===== src/rtl/sram_burst_initiator.sv =====
// Purpose: turns {addr, len, dir} burst commands into one-word-per-cycle SRAM host-side accesses.
// Latency: writes issue in the same cycle as write data; read data returns RD_LAT cycles after o_rden and falls straight through an empty FIFO.
// Backpressure: write stream stalls the burst; read issue is throttled so outstanding reads + buffered words never exceed RD_LAT+2.
// Ports: command (i_cmd_valid/o_cmd_ready, addr, len, write), write stream (valid/ready, data, mask),
//        read stream (valid/ready, data), SRAM host side (o_data, o_address, o_wren, o_wmask, o_rden, i_data_out),
//        status (o_busy, o_done). Single clock i_clk, synchronous active-high reset i_rst.
module sram_burst_initiator #(
    parameter int IF_W     = 32,
    parameter int IF_ADR_W = 32,
    parameter int LEN_W    = 16,
    parameter int RD_LAT   = 2
) (
    input  logic                i_clk,
    input  logic                i_rst,
    input  logic                i_cmd_valid,
    output logic                o_cmd_ready,
    input  logic [IF_ADR_W-1:0] i_cmd_addr,
    input  logic [LEN_W-1:0]    i_cmd_len,
    input  logic                i_cmd_write,
    input  logic                i_wdata_valid,
    output logic                o_wdata_ready,
    input  logic [IF_W-1:0]     i_wdata,
    input  logic [IF_W-1:0]     i_wdata_mask,
    output logic                o_rdata_valid,
    input  logic                i_rdata_ready,
    output logic [IF_W-1:0]     o_rdata,
    output logic [IF_W-1:0]     o_data,
    output logic [IF_ADR_W-1:0] o_address,
    output logic                o_wren,
    output logic [IF_W-1:0]     o_wmask,
    output logic                o_rden,
    input  logic [IF_W-1:0]     i_data_out,
    output logic                o_busy,
    output logic                o_done
);
    localparam int FIFO_DEPTH = RD_LAT + 2;
    localparam int CNT_W      = $clog2(FIFO_DEPTH + 1);
    localparam int PTR_W      = $clog2(FIFO_DEPTH);
    localparam logic [IF_ADR_W-1:0] ADDR_STEP   = IF_ADR_W'(IF_W / 8);
    localparam logic [CNT_W:0]      DEPTH_LIMIT = (CNT_W + 1)'(FIFO_DEPTH);
    localparam logic [PTR_W-1:0]    PTR_LAST    = PTR_W'(FIFO_DEPTH - 1);

    typedef enum logic [2:0] {S_IDLE, S_WRITE, S_READ, S_DRAIN, S_DONE} state_t;

    state_t              state;
    logic [IF_ADR_W-1:0] cur_addr;
    logic [IF_ADR_W-1:0] last_addr;
    logic [LEN_W-1:0]    words_left;
    logic [IF_W-1:0]     last_data;
    logic [IF_W-1:0]     last_wmask;
    logic [RD_LAT-1:0]   rd_pipe;
    logic [CNT_W-1:0]    outstanding;
    logic [CNT_W-1:0]    fifo_count;
    logic [PTR_W-1:0]    wr_ptr;
    logic [PTR_W-1:0]    rd_ptr;
    logic [IF_W-1:0]     fifo_mem [FIFO_DEPTH];

    logic           wr_fire;
    logic           rd_issue;
    logic           capture;
    logic           fifo_empty;
    logic           fifo_push;
    logic           fifo_pop;
    logic           rd_accept;
    logic [CNT_W:0] in_flight;

    // Every issued read is either still in the latency pipe or sitting in the FIFO.
    assign in_flight  = {1'b0, outstanding} + {1'b0, fifo_count};
    assign wr_fire    = (state == S_WRITE) && i_wdata_valid;
    assign rd_issue   = (state == S_READ) && (in_flight < DEPTH_LIMIT);
    assign capture    = rd_pipe[RD_LAT-1];
    assign fifo_empty = (fifo_count == '0);

    // Fall-through: a word arriving into an empty FIFO is presented the same cycle,
    // and only stored if the consumer does not take it right away.
    assign o_rdata_valid = !fifo_empty || capture;
    assign o_rdata       = fifo_empty ? i_data_out : fifo_mem[rd_ptr];
    assign rd_accept     = o_rdata_valid && i_rdata_ready;
    assign fifo_push     = capture && !(fifo_empty && i_rdata_ready);
    assign fifo_pop      = !fifo_empty && i_rdata_ready;

    assign o_cmd_ready   = (state == S_IDLE) && !i_rst;
    assign o_wdata_ready = (state == S_WRITE);
    assign o_busy        = (state != S_IDLE);
    assign o_done        = (state == S_DONE);
    assign o_wren        = wr_fire;
    assign o_rden        = rd_issue;

    // SRAM address/data/mask hold their last issued values between accesses.
    assign o_address = (wr_fire || rd_issue) ? cur_addr : last_addr;
    assign o_data    = wr_fire ? i_wdata : last_data;
    assign o_wmask   = wr_fire ? i_wdata_mask : last_wmask;

    always_ff @(posedge i_clk) begin
        if (i_rst) begin
            state      <= S_IDLE;
            cur_addr   <= '0;
            words_left <= '0;
            last_addr  <= '0;
            last_data  <= '0;
            last_wmask <= '0;
        end else begin
            if (wr_fire || rd_issue) begin
                cur_addr   <= cur_addr + ADDR_STEP;
                words_left <= words_left - LEN_W'(1);
                last_addr  <= cur_addr;
            end
            if (wr_fire) begin
                last_data  <= i_wdata;
                last_wmask <= i_wdata_mask;
            end
            unique case (state)
                S_IDLE: begin
                    if (i_cmd_valid) begin
                        cur_addr   <= i_cmd_addr;
                        words_left <= i_cmd_len;
                        if (i_cmd_len == '0)  state <= S_DONE;
                        else if (i_cmd_write) state <= S_WRITE;
                        else                  state <= S_READ;
                    end
                end
                S_WRITE: if (wr_fire && words_left == LEN_W'(1)) state <= S_DONE;
                S_READ:  if (rd_issue && words_left == LEN_W'(1)) state <= S_DRAIN;
                // Last word leaves when exactly one word remains in flight and it is taken.
                S_DRAIN: if (rd_accept && in_flight == (CNT_W + 1)'(1)) state <= S_DONE;
                S_DONE:  state <= S_IDLE;
                default: state <= S_IDLE;
            endcase
        end
    end

    always_ff @(posedge i_clk) begin
        if (i_rst) begin
            rd_pipe     <= '0;
            outstanding <= '0;
            fifo_count  <= '0;
            wr_ptr      <= '0;
            rd_ptr      <= '0;
        end else begin
            rd_pipe[0] <= rd_issue;
            for (int i = 1; i < RD_LAT; i++) begin
                rd_pipe[i] <= rd_pipe[i-1];
            end
            outstanding <= outstanding + CNT_W'(rd_issue) - CNT_W'(capture);
            fifo_count  <= fifo_count + CNT_W'(fifo_push) - CNT_W'(fifo_pop);
            if (fifo_push) wr_ptr <= (wr_ptr == PTR_LAST) ? '0 : wr_ptr + PTR_W'(1);
            if (fifo_pop)  rd_ptr <= (rd_ptr == PTR_LAST) ? '0 : rd_ptr + PTR_W'(1);
        end
    end

    always_ff @(posedge i_clk) begin
        if (fifo_push) fifo_mem[wr_ptr] <= i_data_out;
    end
endmodule


===== config.mk =====
export PLATFORM = sky130hd
export DESIGN_NAME = sram_burst_initiator
export DESIGN_NICKNAME = d
export VERILOG_FILES = /design/src/rtl/sram_burst_initiator.sv
export SDC_FILE = /design/constraint.sdc
export NUM_CORES = 1
export LEC_CHECK = 0
export BUFFER_PORTS_ARGS = -buffer_cell sky130_fd_sc_hd__buf_2
export CAP_MARGIN = 20
export CORE_MARGIN = 4
export CORE_UTILIZATION = 45
export CTS_CLUSTER_SIZE = 20
export DETAILED_ROUTE_END_ITERATION = 12
export GPL_ROUTABILITY_DRIVEN = 0
export PLACE_DENSITY = 0.72
export SYNTH_ARGS = -nofsm -noshare
export SYNTH_HDL_FRONTEND = slang
export SYNTH_SLANG_ARGS = --single-unit
export TNS_END_PERCENT = 20

===== constraint.sdc =====
create_clock -name i_clk -period 3 [get_ports i_clk]
set_clock_uncertainty 0.05 [all_clocks]
set_input_delay 0.75 -clock i_clk [delete_from_list [all_inputs] [get_ports i_clk]]
set_output_delay 0.75 -clock i_clk [all_outputs]
set_load 0.02 [all_outputs]

# Word-level counts from Yosys, hierarchy flattened
# Memory sizes are Yosys's and may differ from the RTL's. A register that Yosys moved wholly into a read port is not among the register bits.
# Cells that the tools add are included.
# classes
n_addsub	9
n_lt_le_gt_ge	1
n_eq_ne	12
mux	23
n_reduce_logical	20
# op_table
operator	count
$mux 32	7
$mux 16	3
$add 32x3->32 const B	1
$eq 16x1->1 const B	1
$logic_not 16->1	1
$sub 16x1->16 const B	1
$mux 3	5
$pmux 3 s4	1
$logic_and 1x1->1	10
$mux 2	5
$add 3x1->3	2
$eq 3x2->1 const B	2
$logic_not 3->1	2
$sub 3x1->3	2
$add 2x1->2 const B	2
$add 3x3->4	1
$eq 2x2->1 const B	2
$eq 4x1->1 const B	1
$lt 4x3->1 const B	1
$ne 2x1->1 const B	2
$ne 2x2->1 const B	2
$reduce_and 4->1	1
$eq 3x1->1 const B	1
$eq 3x3->1 const B	1
other kinds (4)	8
# totals
regBits	159
ramBits	128
output_inout_bits	135
wordCells	77
mem_count	1
# mem_list
memory	depth	word_bits	read_ports	rd_ports_with_merged_regs	write_ports	line_no	text
fifo_mem	4	32	1	1	1	56	logic [IF_W-1:0] fifo_mem [FIFO_DEPTH];

# Longest topological paths before layout
# depth
word_depth	7
mapped_depth	11
ltp_nobuf	11

# Least setup slack after synthesis
# OpenSTA, ideal clock, no wires.
# synth_timing
path_type	input port to output port
start	in i_wdata_valid
end	out o_wmask[22]
t_arrival_ps	2233
t_required_ps	2200
slack_ps	-33
cell_stages	4
cell_sequence	and4bb_1 -> buf_1 -> clkbuf_1 -> mux2_2
# synth_via
elab_chain_cells	2
# synth_rtl
item	line_no	text
from (decl)	20	input logic i_wdata_valid,
$logic_and 1x1->1	69	assign wr_fire = (state == S_WRITE) && i_wdata_valid;
named net o_wren	29	output logic o_wren,
$mux 32	92	assign o_wmask = wr_fire ? i_wdata_mask : last_wmask;
to (decl)	30	output logic [IF_W-1:0] o_wmask,
# The timed path passes the listed nets, and every way through them passes these cells.

# Final worst setup path
# layout_timing
start	reg fifo_count[0]
end	out o_address[7]
# layout_via
elab_chain_cells	5
# layout_rtl
item	line_no	text
from (decl)	53	logic [CNT_W-1:0] fifo_count;
from (signal assigned)	145	fifo_count <= fifo_count + CNT_W'(fifo_push) - CNT_W'(fifo_pop);
$add 3x3->4	68	assign in_flight = {1'b0, outstanding} + {1'b0, fifo_count};
$lt 4x3->1	70	assign rd_issue = (state == S_READ) && (in_flight < DEPTH_LIMIT);
$logic_and 1x1->1	70	
$logic_or 1x1->1	90	assign o_address = (wr_fire || rd_issue) ? cur_addr : last_addr;
$mux 32	--	
to (decl)	28	output logic [IF_ADR_W-1:0] o_address,
# No other way between the ends.

==> flow_summary_export.csv <==
group,metric,value,unit
critical_path,r2r_slack,0.18,ns
critical_path,reg2reg_from,"fifo_count[0]",
clock_tree,clock_sinks,289,
power_and_ir_drop,clockPowerShare,30.6,%
power_and_ir_drop,intPower,8.936,mW
cells_and_area,regArea,7076,um^2
global_route,grt_pass1_vias,8805,
sta,maxSlewHeadroom,52.25,%
global_route,grt_overflow,0,
global_route,grt_pass1_wl,47420,um
critical_path,crit_path_end_kind,"output port",
min_path,holdPathStages,1,
synthesis,synthesis.nets,1140,
clock_tree,cts_max_level,1,
sta,fmax,300.4,MHz
routing,drc,0,
routing,drt_wl_total,29800,um
placement,place_area,14420,um^2
floorplan,rows,60,
power_and_ir_drop,p_sw,4.129,mW
routing,avgViaCountPerCell,5.248,
floorplan,io_pins,285,
sta,tightest_slew,0.7163,ns
synthesis,synthFlopType,"dfxtp_1",
synthesis,yosysWarningCount,0,
sta,slew_viol_final,0,
cells_and_area,area_delta_synth_final,28.94,%
min_path,hold_class,"in2reg",
critical_path,setup.worst_path.class,"reg2out",
floorplan,dieArea,30350,um^2
synthesis,synth-edff-count,128,
sta,rsz0062_at_grt,"true",
critical_path,cp.required,2.20,ns
critical_path,start_kind,"flip-flop",
status,violations,"negative setup slack",
power_and_ir_drop,pwr_density_cell,815.1,nW/um^2
sta,setup_viol,74,
power_and_ir_drop,power,13.06,mW
synthesis,ys_types,53,
cells_and_area,fin_nets,1435,
sta,period_minus_slack,3.329,ns
sta,final.setup.tns,-10.38,ns
power_and_ir_drop,pwr-share-seq,36.2,%
critical_path,critical_path.max_stage_delay,0.36,ns
routing,met2_length,14220,um
min_path,hold-path-endpoint,"fifo_mem[2][1]",
synthesis,synthesis.area,12430,um^2
clock_tree,cts_tree,"yes",
global_route,antenna_found_initial,7,
clock_tree,hold_buffers,0,
critical_path,worstPathArrival,2.53,ns
routing,dr.max_layer_used,"met5",
global_route,track_usage,18.80,%
cells_and_area,fillers,2187,
cells_and_area,multiInputGateArea,5245,um^2
synthesis,synth.avg_cell_area,12.79,um^2
critical_path,slowest_stage,"fa_2",
routing,wl_met3,2534,um
cells_and_area,final_common_cell,"buf_2",
clock_tree,clkTransAtPathRegs,0.06,ns
routing,m1WireLength,12310,um
synthesis,syn_inst,972,
job,cap_violations,0,
power_and_ir_drop,power_leakage,6.296,nW
floorplan,core_area,27100,um^2
floorplan,die_w,174.2,um
routing,postRouteAntennaNets,0,
clock_tree,clockBufferDepth,3,
cells_and_area,final_cell_mix,"248 x buf_2, 154 x dfxtp_1, 128 x edfxtp_1",
cells_and_area,final_area,16030,um^2
clock_tree,clockRootBuffer,"clkbuf_16",
critical_path,crit_chain,"ha_4, fa_2, nor3_4, a21oi_4, nand2_4, buf_12, mux2_4, buf_6",
power_and_ir_drop,swShare,31.60,%
routing,via_count,8743,
clock_tree,cts_buffers,31,
critical_path,path_max_fanout,9,
synthesis,synth_seq_cells,289,
min_path,hold_start,"i_data_out[1]",
floorplan,die_height,174.2,um
synthesis,async_flop_share,0,%
critical_path,rr_worst_depth,10,
synthesis,yosysSeqAreaShare,56.84,%
power_and_ir_drop,vdd_drop_max,0.7213,mV
routing,drt_iter0_markers,603,
sta,fin_ws,-0.3287,ns
clock_tree,clock_latency,0.55,ns
critical_path,reg2reg_to,"cur_addr[26]",
routing,dr.pass1.iters,5,
placement,hpwl,18960,um
cells_and_area,final_layout_size_suffix_gt1_share,43.10,%
floorplan,initial_core_util,45.87,%
power_and_ir_drop,power_frac_comb,33.2,%
placement,port_buffers,284,
sta,min_period_over_period,111.0,%
routing,wl_per_cell,17.89,um
status,status,"finished with violations",
sta,hold_viol,0,
global_route,grt_max_degree,160,
-- area by class of cell --
type                            count  area share, %
Antenna cell                        4        0.06245
Clock buffer                       37          5.105
Clock inverter                     19          1.608
Inverter                           25         0.5854
Multi-Input combinational cell    599          32.72
Sequential cell                   289          44.14
Tap cell                          372          2.904
Timing Repair Buffer              321          12.87
-- power by group through the flow --
stage          Combinational, mW  Clock, mW  Sequential (mW)
2_1_floorplan               2.79          0             4.71
3_3_place_gp                3.94          0             4.78
3_5_place_dp                3.98          0             4.79
4_1_cts                     4.32       4.10             4.72
5_1_grt                     4.70       4.27             4.78
6_report                    4.34       3.99             4.73
-- cells in the mapped netlist (4+ instances only) --
library cell	count	share of area (%)
nor2_1	62	1.9
buf_1	5	0.15
nor3_1	10	0.40
or4_1	4	0.24
inv_1	25	0.75
a211oi_1	46	2.8
nand3_1	19	0.76
and4_1	6	0.42
ha_1	15	1.5
dfxtp_1	161	26
mux4_2	32	5.8
a311oi_1	6	0.42
a2111oi_0	12	0.85
nand4_1	5	0.25
buf_2	4	0.16
nand3b_1	5	0.30
xnor2_1	37	2.6
o21ai_0	7	0.28
mux2_2	126	11
nand2_1	31	0.94
or3_1	5	0.25
nor2b_1	99	5.0
and2_1	6	0.30
nor4_1	12	0.60
a21oi_1	17	0.68
clkbuf_1	50	1.5
edfxtp_1	128	31
-- cells by family after synthesis --
group | after synthesis | share of synthesized area, %
buf+inv | 84 | 2.577
simple gates | 280 | 12.55
xor+xnor | 38 | 2.677
fa+ha+maj | 18 | 1.993
mux | 159 | 17.29
flops | 289 | 56.84
compound gates | 104 | 6.069
-- sequential cells by signal (all words and copies together), names as in the netlist, 16 cells and up, named ones only --
name / flops
fifo_mem: 128
cur_addr: 32
last_data: 32
words_left: 16
last_addr: 32
last_wmask: 32
-- through the flow --
step | hold slack, ns | setup slack (ns) | instances | utilization, %
3_5_place_dp | 0.3935 | 0.01828 | 1598 | 53.21
3_3_place_gp | 0.3703 | 0.06380 | 1598 | 53.21
2_1_floorplan | 0.3638 | -0.02509 | 972 | -
5_1_grt | 0.3543 | -0.4125 | 1664 | 59.13
6_report | 0.3823 | -0.3287 | 1666 | 59.15
4_1_cts | 0.3449 | -0.3798 | 1663 | 58.69
-- worst max path at each step --
stage                               end  slack (ns)      startpoint
after CTS                 o_address[30]       -0.38   fifo_count[0]
after global placement    o_address[29]        0.06  outstanding[0]
after global routing      o_address[17]       -0.41   fifo_count[0]
after floorplan           o_address[22]       -0.03   fifo_count[0]
after detailed placement  o_address[30]        0.02  outstanding[0]
final                      o_address[7]       -0.33   fifo_count[0]
-- metal layers --
| layer | up-vias | global-route usage, % |
|---|---|---|
| met3 | 59 | 6.111 |
| met1 | 4212 | 23.91 |
| met4 | 10 | 4.355 |
| met5 | - | 0 |
| li1 | 4165 | - |
| met2 | 297 | 31.41 |
-- critical path, delay by kind of cell, from the launching register on --
kind,cells,cell delay [ns]
compound gates,1,0.10
simple gates,2,0.39
mux,1,0.32
fa+ha+maj,2,0.52
flops,1,0.33
buf+inv,2,0.30
-- timing repair --
item | 4_1_cts | 5_1_grt
resized for setup | 89 | 48
gates cloned | 2 | 1
endpoints found under the setup margin | 98 | 134
pin swaps | 7 | 8
buffers inserted | 7 | 2
No activity file was read; power rests on OpenSTA's default activity.
